--- config.mk ---
export PLATFORM = sky130hd
export DESIGN_NAME = goertzel_power
export DESIGN_NICKNAME = d
export VERILOG_FILES = /design/src/rtl/goertzel_power.sv
export SDC_FILE = /design/constraint.sdc
export NUM_CORES = 1
export LEC_CHECK = 0
export CAP_MARGIN = 5
export CORE_MARGIN = 2
export CORE_UTILIZATION = 40
export DETAILED_ROUTE_END_ITERATION = 10
export SKIP_LAST_GASP = 1
export SLEW_MARGIN = 15
export SYNTH_ARGS = -nofsm -noshare
export SYNTH_HDL_FRONTEND = slang
export SYNTH_SLANG_ARGS = --single-unit
--- constraint.sdc ---
create_clock -name clk -period 8.3 [get_ports clk]
set_input_delay 2.49 -clock clk [delete_from_list [all_inputs] [get_ports clk]]
set_output_delay 2.49 -clock clk [all_outputs]
set_load 0.03 [all_outputs]
--- src/rtl/goertzel_power.sv ---
// ============================================================================
// Module   : goertzel_power
// Purpose  : Squared-magnitude stage of a Goertzel filter. It captures the
//            final filter state of each block and computes the power with
//            one time-shared multiplier. It also clears the filter for the
//            next block.
// Config   : GOERTZEL_POWER_SAT_EN saturates power_o instead of wrapping.
// Revision : 1.0 - initial release
// ============================================================================
`default_nettype none

module goertzel_power #(
  parameter int COEFF           = 0,
  parameter int COEFF_BITS      = 16,
  parameter int DW              = 12,
  parameter int BLOCK_SIZE_POW2 = 8,
  parameter int POWER_DW        = 2*DW+4
) (
  input  logic                        clk,
  input  logic                        rst,
  input  logic                        valid_i,
  input  logic [BLOCK_SIZE_POW2-1:0]  count_i,
  input  logic signed [DW+1:0]        s0_i,
  input  logic signed [DW+1:0]        s1_i,
  output logic                        clr_o,
  output logic                        busy_o,
  output logic [POWER_DW-1:0]         power_o,
  output logic                        power_valid_o,
  output logic                        overrun_o
);

  localparam int SW    = DW + 2;
  localparam int PW    = 2*SW;
  localparam int ACC_W = 2*SW + 2;
  localparam int XW    = PW + COEFF_BITS;
  localparam int CW    = (ACC_W > POWER_DW + 1) ? ACC_W : POWER_DW + 1;

  localparam logic signed [COEFF_BITS-1:0] COEFF_S = COEFF_BITS'(COEFF);
  localparam logic [BLOCK_SIZE_POW2-1:0]   LAST_COUNT = '1;
  localparam logic signed [CW-1:0]         POW_LIM = CW'({1'b1, {POWER_DW{1'b0}}});

  typedef enum logic [2:0] {
    S_IDLE  = 3'd0,
    S_SQ0   = 3'd1,
    S_SQ1   = 3'd2,
    S_CROSS = 3'd3,
    S_COEF  = 3'd4,
    S_OUT   = 3'd5
  } state_t;

  state_t                  r_state;
  logic signed [SW-1:0]    r_sa;
  logic signed [SW-1:0]    r_sb;
  logic signed [PW-1:0]    r_p;
  logic signed [PW-1:0]    r_x;
  logic signed [ACC_W-1:0] r_acc;

  logic                    w_block_end;
  logic signed [SW-1:0]    w_op_a;
  logic signed [SW-1:0]    w_op_b;
  logic signed [PW-1:0]    w_prod;
  logic signed [XW-1:0]    w_xc;
  logic signed [ACC_W-1:0] w_term;
  logic [POWER_DW-1:0]     w_pow;

  assign w_block_end = valid_i && (count_i == LAST_COUNT);

  // Operand steering for the single shared multiplier
  always_comb begin
    w_op_a = r_sa;
    w_op_b = r_sb;
    case (r_state)
      S_SQ0:   w_op_b = r_sa;
      S_SQ1:   w_op_a = r_sb;
      default: ;
    endcase
  end

  assign w_prod = w_op_a * w_op_b;
  assign w_xc   = r_x * COEFF_S;
  assign w_term = ACC_W'(w_xc >>> (COEFF_BITS - 2));

  // Negative results are rounding artefacts of the floor shift and clamp to 0
  always_comb begin
    w_pow = '0;
    if (!r_acc[ACC_W-1]) begin
`ifdef GOERTZEL_POWER_SAT_EN
      if (CW'(r_acc) >= POW_LIM)
        w_pow = '1;
      else
        w_pow = POWER_DW'(r_acc);
`else
      w_pow = POWER_DW'(r_acc);
`endif
    end
  end

  always_ff @(posedge clk or posedge rst) begin
    if (rst) begin
      r_state       <= S_IDLE;
      r_sa          <= '0;
      r_sb          <= '0;
      r_p           <= '0;
      r_x           <= '0;
      r_acc         <= '0;
      clr_o         <= 1'b0;
      busy_o        <= 1'b0;
      power_o       <= '0;
      power_valid_o <= 1'b0;
      overrun_o     <= 1'b0;
    end else begin
      clr_o         <= 1'b0;
      power_valid_o <= 1'b0;
      overrun_o     <= w_block_end && (r_state != S_IDLE);
      case (r_state)
        S_IDLE: begin
          if (w_block_end) begin
            r_sa    <= s0_i;
            r_sb    <= s1_i;
            clr_o   <= 1'b1;
            busy_o  <= 1'b1;
            r_state <= S_SQ0;
          end
        end
        S_SQ0: begin
          r_p     <= w_prod;
          r_state <= S_SQ1;
        end
        S_SQ1: begin
          r_acc   <= ACC_W'(r_p) + ACC_W'(w_prod);
          r_state <= S_CROSS;
        end
        S_CROSS: begin
          r_x     <= w_prod;
          r_state <= S_COEF;
        end
        S_COEF: begin
          r_acc   <= r_acc - w_term;
          r_state <= S_OUT;
        end
        S_OUT: begin
          power_o       <= w_pow;
          power_valid_o <= 1'b1;
          busy_o        <= 1'b0;
          r_state       <= S_IDLE;
        end
        default: begin
          busy_o  <= 1'b0;
          r_state <= S_IDLE;
        end
      endcase
    end
  end

endmodule

`default_nettype wire

==> results of run 1 <==
worst paths after layout:
path	from	to	slack [ns]	cells after the start
setup reg to reg	r_state[2]	r_acc[26]	0.18	34
min in group asynchronous	rst	power_o[9]	2.51	2
max in group asynchronous	rst	r_p[9]	4.42	3
hold reg to reg	power_o[8]	power_o[8]	0.47	2
hold / removal	power_o[8]	power_o[8]	0.47	2
setup / recovery	r_state[2]	r_acc[26]	0.18	34
power groups by stage:
stage | logic [uW] | registers, uW | clock network (uW)
floorplan | 483 | 794 | 0
global placement | 824 | 754 | 0
detailed placement | 833 | 758 | 0
CTS | 841 | 749 | 780
global route | 969 | 764 | 805
finish | 887 | 749 | 761
logic make-up after synthesis:
group / Yosys count / share of synthesized area
AOI/OAI and AO/OA: 198 / 0.08997
xor gates and xnor gates: 53 / 0.03385
adders and majority gates: 293 / 0.3747
buffers and inverters: 281 / 0.07729
DFF: 120 / 0.2190
muxes: 32 / 0.02391
and+or+nand+nor: 596 / 0.1813
per-stage QoR:
step,setup TNS (ns),cells
4_1_cts,0,2140
6_report,0,2153
2_1_floorplan,0,1573
5_1_grt,-0.4593,2153
3_3_place_gp,0,2108
3_5_place_dp,-0.06448,2108
layout make-up:
type / count / area [sq um]
sequential: 120 / 3005
multi-input combinational: 1172 / 9864
tap: 448 / 560.5
fill: 3224 / 17360
timing repair buffer: 147 / 1353
clock inverter: 14 / 161.4
clock buffer: 18 / 429.2
inverter: 234 / 883.3
Yosys cell counts (2+ instances only):
library cell               count  area share
sky130_fd_sc_hd__nand2_1     365        0.10
sky130_fd_sc_hd__or2_2         8      0.0037
sky130_fd_sc_hd__a21boi_1      3      0.0016
sky130_fd_sc_hd__mux2i_1      26       0.019
sky130_fd_sc_hd__inv_1       233       0.064
sky130_fd_sc_hd__nor3_1        4      0.0015
sky130_fd_sc_hd__mux2_2        6      0.0049
sky130_fd_sc_hd__a21o_1       12      0.0066
sky130_fd_sc_hd__fa_1        196        0.29
sky130_fd_sc_hd__a31oi_1       4      0.0018
sky130_fd_sc_hd__o211ai_1      4      0.0022
sky130_fd_sc_hd__nand3b_1      2      0.0011
sky130_fd_sc_hd__nand4_1       2     0.00091
sky130_fd_sc_hd__xor2_1       21       0.013
sky130_fd_sc_hd__o31ai_1       4      0.0022
sky130_fd_sc_hd__nor2b_1       3      0.0014
sky130_fd_sc_hd__a21oi_1      46       0.017
sky130_fd_sc_hd__xnor2_1      32       0.020
sky130_fd_sc_hd__buf_1         4      0.0011
sky130_fd_sc_hd__ha_1         97       0.089
sky130_fd_sc_hd__nand3_1       6      0.0022
sky130_fd_sc_hd__a211oi_1      9      0.0049
sky130_fd_sc_hd__o21a_1        4      0.0022
sky130_fd_sc_hd__nand2b_1     45       0.021
sky130_fd_sc_hd__nor3b_1       4      0.0022
sky130_fd_sc_hd__clkbuf_1     39       0.011
sky130_fd_sc_hd__o21ai_0      64       0.023
sky130_fd_sc_hd__buf_2         4      0.0015
sky130_fd_sc_hd__dfrtp_1     120        0.22
sky130_fd_sc_hd__and2_1        5      0.0023
sky130_fd_sc_hd__o21bai_1      6      0.0033
sky130_fd_sc_hd__or3_1         4      0.0018
sky130_fd_sc_hd__nor2_1      139       0.038
sky130_fd_sc_hd__o21ai_1      21      0.0077
sky130_fd_sc_hd__and3_1        2     0.00091
sky130_fd_sc_hd__o41ai_2       3      0.0036
worst max-delay path, delay by kind of cell, from the launching register on:
family / cells / cell delay, ns
flip-flops: 1 / 0.43
AO/OA/AOI/OAI: 11 / 2.06
XOR/XNOR: 2 / 0.31
AND/OR/NAND/NOR: 5 / 0.79
buffers and inverters: 7 / 0.50
adder cells (fa/ha/maj): 8 / 3.60
multiplexers: 1 / 0.28
sequential cells by signal, summed over array words and instances (netlist names):
name           cells
r_acc             29
power_o           28
r_p               28
r_sa              14
r_sb              14
r_state            3
busy_o             1
clr_o              1
overrun_o          1
power_valid_o      1
repair_timing:
item | 4_1_cts | 5_1_grt
buffers inserted | 0 | 12
cloned | 0 | 1
endpoints found under the setup margin | 2 | 7
pin swaps | 0 | 28
resized for setup | 3 | 54
layer usage:
| layer | wire length (microns) | vias to the layer above | share of wire |
|---|---|---|---|
| met5 | 0 | - | 0 |
| met4 | 605 | 0 | 0.017 |
| met3 | 1536 | 36 | 0.044 |
| met2 | 17360 | 232 | 0.50 |
| met1 | 15100 | 5305 | 0.44 |
| li1 | - | 5127 | - |
==> impl_results.html, run 1 <==
<table>
<tr><th>Metric</th><th>Value</th></tr>
<tr><th colspan="2">Critical path</th></tr>
<tr><td>Worst path slowest cell</td><td>sky130_fd_sc_hd__fa_1</td></tr>
<tr><td>Arrival time of data at the critical path endpoint</td><td>8.42 ns</td></tr>
<tr><td>Required @ worst endpoint</td><td>8.60 ns</td></tr>
<tr><td>Launching element type of the critical path</td><td>flip-flop</td></tr>
<tr><td>Kind of end point of the critical path</td><td>flip-flop</td></tr>
<tr><td>Setup CP Type</td><td>flip-flop to flip-flop</td></tr>
<tr><td>Top cell by count, worst path</td><td>sky130_fd_sc_hd__fa_1</td></tr>
<tr><td>Critical Path Max Stage Delay</td><td>0.53 ns</td></tr>
<tr><td>Largest driver fanout on the critical path</td><td>7</td></tr>
<tr><th colspan="2">Timing</th></tr>
<tr><td>Slew at the pin with the worst max-slew slack</td><td>1.040 ns</td></tr>
<tr><td>Endpoints failing hold</td><td>0</td></tr>
<tr><td>Setup ws final</td><td>0.1801 ns</td></tr>
<tr><td>Max transition margin</td><td>0.3058</td></tr>
<tr><td>Number of endpoints failing setup at the final stage</td><td>0</td></tr>
<tr><td>Hold_ws</td><td>0.4741 ns</td></tr>
<tr><td>RSZ-0062 raised after global routing</td><td>yes</td></tr>
<tr><td>Number of pins exceeding their max-slew limit in the final report</td><td>0</td></tr>
<tr><td>Clock tree skew after final layout</td><td>0.01277 ns</td></tr>
<tr><td>F_max</td><td>0.1232 GHz</td></tr>
<tr><td>Time the worst path needs with I/O delays and setup</td><td>8.120 ns</td></tr>
<tr><td>Final clock period utilization by the worst path</td><td>0.9783</td></tr>
<tr><th colspan="2">Pwr</th></tr>
<tr><td>Portion of total power attributed to combinational logic</td><td>0.370</td></tr>
<tr><td>Int Power</td><td>1490 uW</td></tr>
<tr><td>Post-layout total power</td><td>2396 uW</td></tr>
<tr><td>Areal power density over the cells</td><td>147.4 mW/mm^2</td></tr>
<tr><td>Sw power</td><td>906.1 uW</td></tr>
<tr><td>Total leakage power</td><td>0.008231 uW</td></tr>
<tr><td>Power share of the clock group</td><td>0.317</td></tr>
<tr><td>Fraction of power consumed by sequential logic</td><td>0.313</td></tr>
<tr><td>Max VDD drop</td><td>0.1400 mV</td></tr>
<tr><td>Switching fraction of total power</td><td>0.3781</td></tr>
<tr><th colspan="2">Routing</th></tr>
<tr><td>Total via count in the routed design</td><td>10700</td></tr>
<tr><td>Starting DRC count in detailed routing</td><td>525</td></tr>
<tr><td>Number of nets with antenna violations after routing</td><td>0</td></tr>
<tr><td>Per-cell routed wire length</td><td>16.07 microns</td></tr>
<tr><td>Total detailed-routing wirelength</td><td>34590 microns</td></tr>
<tr><td>DR pass1 iterations</td><td>5</td></tr>
<tr><td>DRC violations left</td><td>0</td></tr>
<tr><td>Vias per std cell</td><td>4.970</td></tr>
<tr><th colspan="2">Floorplan</th></tr>
<tr><td>Vert. Die Dim</td><td>189.1 microns</td></tr>
<tr><td>Die extent in x</td><td>189.1 microns</td></tr>
<tr><td>Core Rows</td><td>67</td></tr>
<tr><td>Initial Utilization</td><td>0.4079</td></tr>
<tr><td>Ports</td><td>71</td></tr>
<tr><td>DIE AREA</td><td>0.03578 sq mm</td></tr>
<tr><td>Area of the placeable core</td><td>0.03362 sq mm</td></tr>
<tr><th colspan="2">Logic synthesis</th></tr>
<tr><td>Fraction of registers with async set/reset</td><td>1.000</td></tr>
<tr><td>Mean instance size in the synthesized netlist</td><td>8.717 sq um</td></tr>
<tr><td>Warnings, synthesis</td><td>0</td></tr>
<tr><td>Net Count, Synth</td><td>1905</td></tr>
<tr><td>Post-synthesis sequential area ratio</td><td>0.2190</td></tr>
<tr><td>Most instantiated flip-flop cell in the synthesis netlist</td><td>sky130_fd_sc_hd__dfrtp_1</td></tr>
<tr><td>Number of synthesized register bits</td><td>120</td></tr>
<tr><td>Number of distinct library cells after synthesis</td><td>62</td></tr>
<tr><td>Mapped cell area</td><td>0.01371 sq mm</td></tr>
<tr><td>Count of flip-flops with a built-in enable after synthesis</td><td>0</td></tr>
<tr><td>Gate count of the mapped netlist</td><td>1573</td></tr>
<tr><th colspan="2">Cells and area</th></tr>
<tr><td>Highest-count cells in the layout ignoring fill and taps</td><td>355 x sky130_fd_sc_hd__nand2_1, 230 x sky130_fd_sc_hd__inv_1, 195 x sky130_fd_sc_hd__fa_1, 138 x sky130_fd_sc_hd__nor2_1, 118 x sky130_fd_sc_hd__dfrtp_1</td></tr>
<tr><td>Util after Layout</td><td>0.4836</td></tr>
<tr><td>Commonest non-fill, non-tap cell in the layout</td><td>sky130_fd_sc_hd__nand2_1</td></tr>
<tr><td>Antenna diode instance count</td><td>0</td></tr>
<tr><td>Area growth from synthesis to layout</td><td>18.56%</td></tr>
<tr><td>Share of final-layout standard cells stronger than drive strength 1</td><td>0.1067</td></tr>
<tr><td>Post-route cell area</td><td>0.01626 sq mm</td></tr>
<tr><td>Number of nets at the end of the flow</td><td>2024</td></tr>
<tr><th colspan="2">Global route</th></tr>
<tr><td>Overflow after GRT</td><td>0</td></tr>
<tr><td>Number of global-route vias before repair</td><td>10918</td></tr>
<tr><td>Wire length of the first global-routing pass</td><td>56040 microns</td></tr>
<tr><td>Number of antenna violations at the first check in global routing</td><td>0</td></tr>
<tr><td>Met1 global-route usage</td><td>0.2630</td></tr>
<tr><td>Met3 Usage GRT</td><td>0.02669</td></tr>
<tr><td>Most crowded layer after global routing</td><td>met2</td></tr>
<tr><td>Total GRT Usage</td><td>0.1991</td></tr>
<tr><td>Met2 Usage GRT</td><td>0.3449</td></tr>
<tr><td>Maximum number of pins on one net before global-route repair</td><td>72</td></tr>
<tr><th colspan="2">CTS</th></tr>
<tr><td>CTS Hold Buffers Added</td><td>0</td></tr>
<tr><td>Clk sink count</td><td>120</td></tr>
<tr><td>Clock-pin transition on the worst setup and hold timing paths</td><td>0.07 ns</td></tr>
<tr><td>Clock latency at the later pin of the worst-skew pair</td><td>0.43 ns</td></tr>
<tr><td>Clock tree from TritonCTS</td><td>yes</td></tr>
<tr><td>Number of H-tree levels</td><td>4</td></tr>
<tr><td>Clock buffer count from CTS</td><td>17</td></tr>
<tr><td>Maximum clock path buffer count</td><td>2</td></tr>
<tr><td>Clock Tree Root</td><td>sky130_fd_sc_hd__clkbuf_16</td></tr>
<tr><th colspan="2">Status</th></tr>
<tr><td>Status</td><td>complete, no violations</td></tr>
<tr><th colspan="2">Job</th></tr>
<tr><td>Max-capacitance violation count</td><td>0</td></tr>
<tr><th colspan="2">Worst hold path</th></tr>
<tr><td>Hold/Removal Path Class</td><td>flip-flop to flip-flop</td></tr>
<tr><th colspan="2">Placement</th></tr>
<tr><td>Instance area after placement</td><td>0.01532 sq mm</td></tr>
<tr><td>Half-perimeter wire length of the detailed placement result</td><td>27550 microns</td></tr>
<tr><td>Post-place setup slack</td><td>-0.06079 ns</td></tr>
<tr><td>Port buffer count</td><td>70</td></tr>
<tr><td>Final estimated routing congestion in global placement</td><td>0.9021</td></tr>
</table>
No activity file was read; power rests on OpenSTA's default activity.
==> inputs of run 2 (changes only) <==
Settings changed: CORE_UTILIZATION 40 to 35.
==> run 2 against run 1 <==
Net effect: clock power shrank 1%; highest routed layer unchanged; critical path depth is the same; combinational power grew 2.9%; critical path type unchanged; critical endpoint is now r_acc[27].
==> impl_results.html, run 2 (synthesis gave the netlist of run 1 again) <==
<table>
<tr><th>Metric</th><th>Value</th></tr>
<tr><th colspan="2">Timing</th></tr>
<tr><td>Number of pins exceeding their max-slew limit in the final report</td><td>0</td></tr>
<tr><td>Slew at the pin with the worst max-slew slack</td><td>0.9613 ns</td></tr>
<tr><td>Endpoints failing hold</td><td>0</td></tr>
<tr><td>Clock tree skew after final layout</td><td>0.01186 ns</td></tr>
<tr><td>RSZ-0062 raised after global routing</td><td>yes</td></tr>
<tr><td>Hold_ws</td><td>0.4718 ns</td></tr>
<tr><td>Time the worst path needs with I/O delays and setup</td><td>8.174 ns</td></tr>
<tr><td>Number of endpoints failing setup at the final stage</td><td>0</td></tr>
<tr><td>Max transition margin</td><td>0.3584</td></tr>
<tr><td>Setup ws final</td><td>0.1262 ns</td></tr>
<tr><td>Final clock period utilization by the worst path</td><td>0.9848</td></tr>
<tr><td>F_max</td><td>0.1223 GHz</td></tr>
<tr><th colspan="2">Cells and area</th></tr>
<tr><td>Non-filler instance count after layout</td><td>2232</td></tr>
<tr><td>Biggest registers after layout</td><td>r_acc: 29 flops, power_o: 28 flops, r_p: 28 flops</td></tr>
<tr><td>Number of nets at the end of the flow</td><td>2033</td></tr>
<tr><td>Commonest non-fill, non-tap cell in the layout</td><td>sky130_fd_sc_hd__nand2_1</td></tr>
<tr><td>Post-route cell area</td><td>0.01654 sq mm</td></tr>
<tr><td>Register containing the most flip-flops in the final layout</td><td>r_acc</td></tr>
<tr><td>Largest register FFs</td><td>29</td></tr>
<tr><td>Highest-count cells in the layout ignoring fill and taps</td><td>358 x sky130_fd_sc_hd__nand2_1, 229 x sky130_fd_sc_hd__inv_1, 192 x sky130_fd_sc_hd__fa_1, 135 x sky130_fd_sc_hd__nor2_1, 118 x sky130_fd_sc_hd__dfrtp_1</td></tr>
<tr><td>Share of final-layout standard cells stronger than drive strength 1</td><td>0.1254</td></tr>
<tr><td>Antenna diode instance count</td><td>0</td></tr>
<tr><td>Area growth from synthesis to layout</td><td>20.61%</td></tr>
<tr><th colspan="2">CTS</th></tr>
<tr><td>Clock-pin transition on the worst setup and hold timing paths</td><td>0.07 ns</td></tr>
<tr><td>Clk sink count</td><td>120</td></tr>
<tr><td>Clock latency at the later pin of the worst-skew pair</td><td>0.44 ns</td></tr>
<tr><td>Number of H-tree levels</td><td>4</td></tr>
<tr><td>Maximum clock path buffer count</td><td>2</td></tr>
<tr><td>Clock tree from TritonCTS</td><td>yes</td></tr>
<tr><td>Clock Tree Root</td><td>sky130_fd_sc_hd__clkbuf_16</td></tr>
<tr><td>CTS Hold Buffers Added</td><td>0</td></tr>
<tr><td>Clock buffer count from CTS</td><td>17</td></tr>
<tr><th colspan="2">Critical path</th></tr>
<tr><td>R2r worst-path depth</td><td>34</td></tr>
<tr><td>Kind of end point of the critical path</td><td>flip-flop</td></tr>
<tr><td>Critical Path Max Stage Delay</td><td>0.56 ns</td></tr>
<tr><td>Largest driver fanout on the critical path</td><td>7</td></tr>
<tr><td>Setup CP Type</td><td>flip-flop to flip-flop</td></tr>
<tr><td>Reg-to-reg setup timing slack</td><td>0.13 ns</td></tr>
<tr><td>Required @ worst endpoint</td><td>8.62 ns</td></tr>
<tr><td>Arrival time of data at the critical path endpoint</td><td>8.49 ns</td></tr>
<tr><td>Launching element type of the critical path</td><td>flip-flop</td></tr>
<tr><td>Worst path slowest cell</td><td>sky130_fd_sc_hd__fa_1</td></tr>
<tr><td>Top cell by count, worst path</td><td>sky130_fd_sc_hd__fa_1</td></tr>
<tr><th colspan="2">Floorplan</th></tr>
<tr><td>Area of the placeable core</td><td>0.03865 sq mm</td></tr>
<tr><td>Core Rows</td><td>72</td></tr>
<tr><td>Ports</td><td>71</td></tr>
<tr><td>Initial Utilization</td><td>0.3548</td></tr>
<tr><td>DIE AREA</td><td>0.04078 sq mm</td></tr>
<tr><td>Die extent in x</td><td>201.9 microns</td></tr>
<tr><td>Vert. Die Dim</td><td>201.9 microns</td></tr>
<tr><th colspan="2">Routing</th></tr>
<tr><td>Per-cell routed wire length</td><td>15.61 microns</td></tr>
<tr><td>Number of nets with antenna violations after routing</td><td>0</td></tr>
<tr><td>Total detailed-routing wirelength</td><td>34840 microns</td></tr>
<tr><td>Post-Route M1 WL</td><td>16020 microns</td></tr>
<tr><td>Routed wl met3</td><td>1561 microns</td></tr>
<tr><td>Vias per std cell</td><td>4.794</td></tr>
<tr><td>Total via count in the routed design</td><td>10700</td></tr>
<tr><td>Uppermost routed layer</td><td>met4</td></tr>
<tr><td>Starting DRC count in detailed routing</td><td>565</td></tr>
<tr><td>DR pass1 iterations</td><td>5</td></tr>
<tr><td>DRC violations left</td><td>0</td></tr>
<tr><td>Met2 routed WL</td><td>16420 microns</td></tr>
<tr><th colspan="2">Global route</th></tr>
<tr><td>Number of antenna violations at the first check in global routing</td><td>0</td></tr>
<tr><td>Overflow after GRT</td><td>0</td></tr>
<tr><td>Number of global-route vias before repair</td><td>11065</td></tr>
<tr><td>Total GRT Usage</td><td>0.1744</td></tr>
<tr><td>Maximum number of pins on one net before global-route repair</td><td>63</td></tr>
<tr><td>Wire length of the first global-routing pass</td><td>56790 microns</td></tr>
<tr><th colspan="2">Pwr</th></tr>
<tr><td>Total leakage power</td><td>0.008272 uW</td></tr>
<tr><td>Areal power density over the cells</td><td>146.1 mW/mm^2</td></tr>
<tr><td>Post-layout total power</td><td>2417 uW</td></tr>
<tr><td>Max VDD drop</td><td>0.1202 mV</td></tr>
<tr><th colspan="2">Placement</th></tr>
<tr><td>Half-perimeter wire length of the detailed placement result</td><td>27980 microns</td></tr>
<tr><td>Post-place setup slack</td><td>-0.06842 ns</td></tr>
<tr><td>Port buffer count</td><td>70</td></tr>
<tr><td>Final estimated routing congestion in global placement</td><td>0.9022</td></tr>
<tr><td>Cell Count Post-Placement</td><td>2180</td></tr>
<tr><td>Instance area after placement</td><td>0.01541 sq mm</td></tr>
<tr><th colspan="2">Worst hold path</th></tr>
<tr><td>Number of instances on the worst hold path</td><td>2</td></tr>
<tr><td>Hold/Removal Path Class</td><td>flip-flop to flip-flop</td></tr>
<tr><th colspan="2">Job</th></tr>
<tr><td>Max-capacitance violation count</td><td>0</td></tr>
<tr><th colspan="2">Status</th></tr>
<tr><td>Status</td><td>complete, no violations</td></tr>
</table>
-- run 2: changes by cell type in the layout (fill, tap and decap cells not counted), moves of 4 or more --
cell | before | now
sky130_fd_sc_hd__ha_2 | 0 | 4
sky130_fd_sc_hd__clkinv_8 | 0 | 4
sky130_fd_sc_hd__buf_4 | 69 | 75
sky130_fd_sc_hd__ha_1 | 94 | 88
sky130_fd_sc_hd__inv_8 | 1 | 5
sky130_fd_sc_hd__buf_6 | 3 | 7
-- run 2: final cells by class --
type	count	area, sq um
clock buffer	17	425.4
inverter	234	880.8
tap	518	648.1
sequential	120	3005
multi-input combinational	1172	9988
fill	3861	22110
timing repair buffer	156	1418
clock inverter	15	172.7
-- run 2: what timing repair did --
action	CTS	global route
pin swaps	0	44
gates resized for setup	5	86
setup buffers	0	20
endpoints found under the setup margin	2	8
-- run 2: power breakdown --
group	total, uW	internal (uW)	switching [uW]
Clock	753	405	348
Combinational	913	378	535
Sequential	750	678	72.4
-- run 2: path summary, 6_finish.rpt --
kind | from | to
hold reg to reg | r_acc[11] | r_acc[11]
setup reg to reg | r_state[1] | r_acc[27]
min in group asynchronous | rst | power_o[10]
hold / removal | r_acc[11] | r_acc[11]
setup / recovery | r_state[1] | r_acc[27]
max in group asynchronous | rst | r_state[1]
-- run 2: critical path: cells and delay by family (launching register included) --
kind                     cells  cell delay (ns)
AND/OR/NAND/NOR              5             0.90
XOR/XNOR                     1             0.14
adder cells (fa/ha/maj)      8             3.58
buffers and inverters        7             0.49
multiplexers                 1             0.27
flip-flops                   1             0.45
AO/OA/AOI/OAI               12             2.20
-- run 2: routing by layer --
layer | GRT usage | vias up
li1 | - | 5157
met1 | 0.2413 | 5277
met2 | 0.2833 | 229
met3 | 0.02693 | 37
met4 | 0.05095 | 0
met5 | 0 | -
-- run 2: stage by stage --
step	TNS (ns)	utilization
2_1_floorplan	0	-
6_report	0	0.4279
3_5_place_dp	-0.1287	0.3987
3_3_place_gp	0	0.3987
5_1_grt	-0.4125	0.4279
4_1_cts	0	0.4148
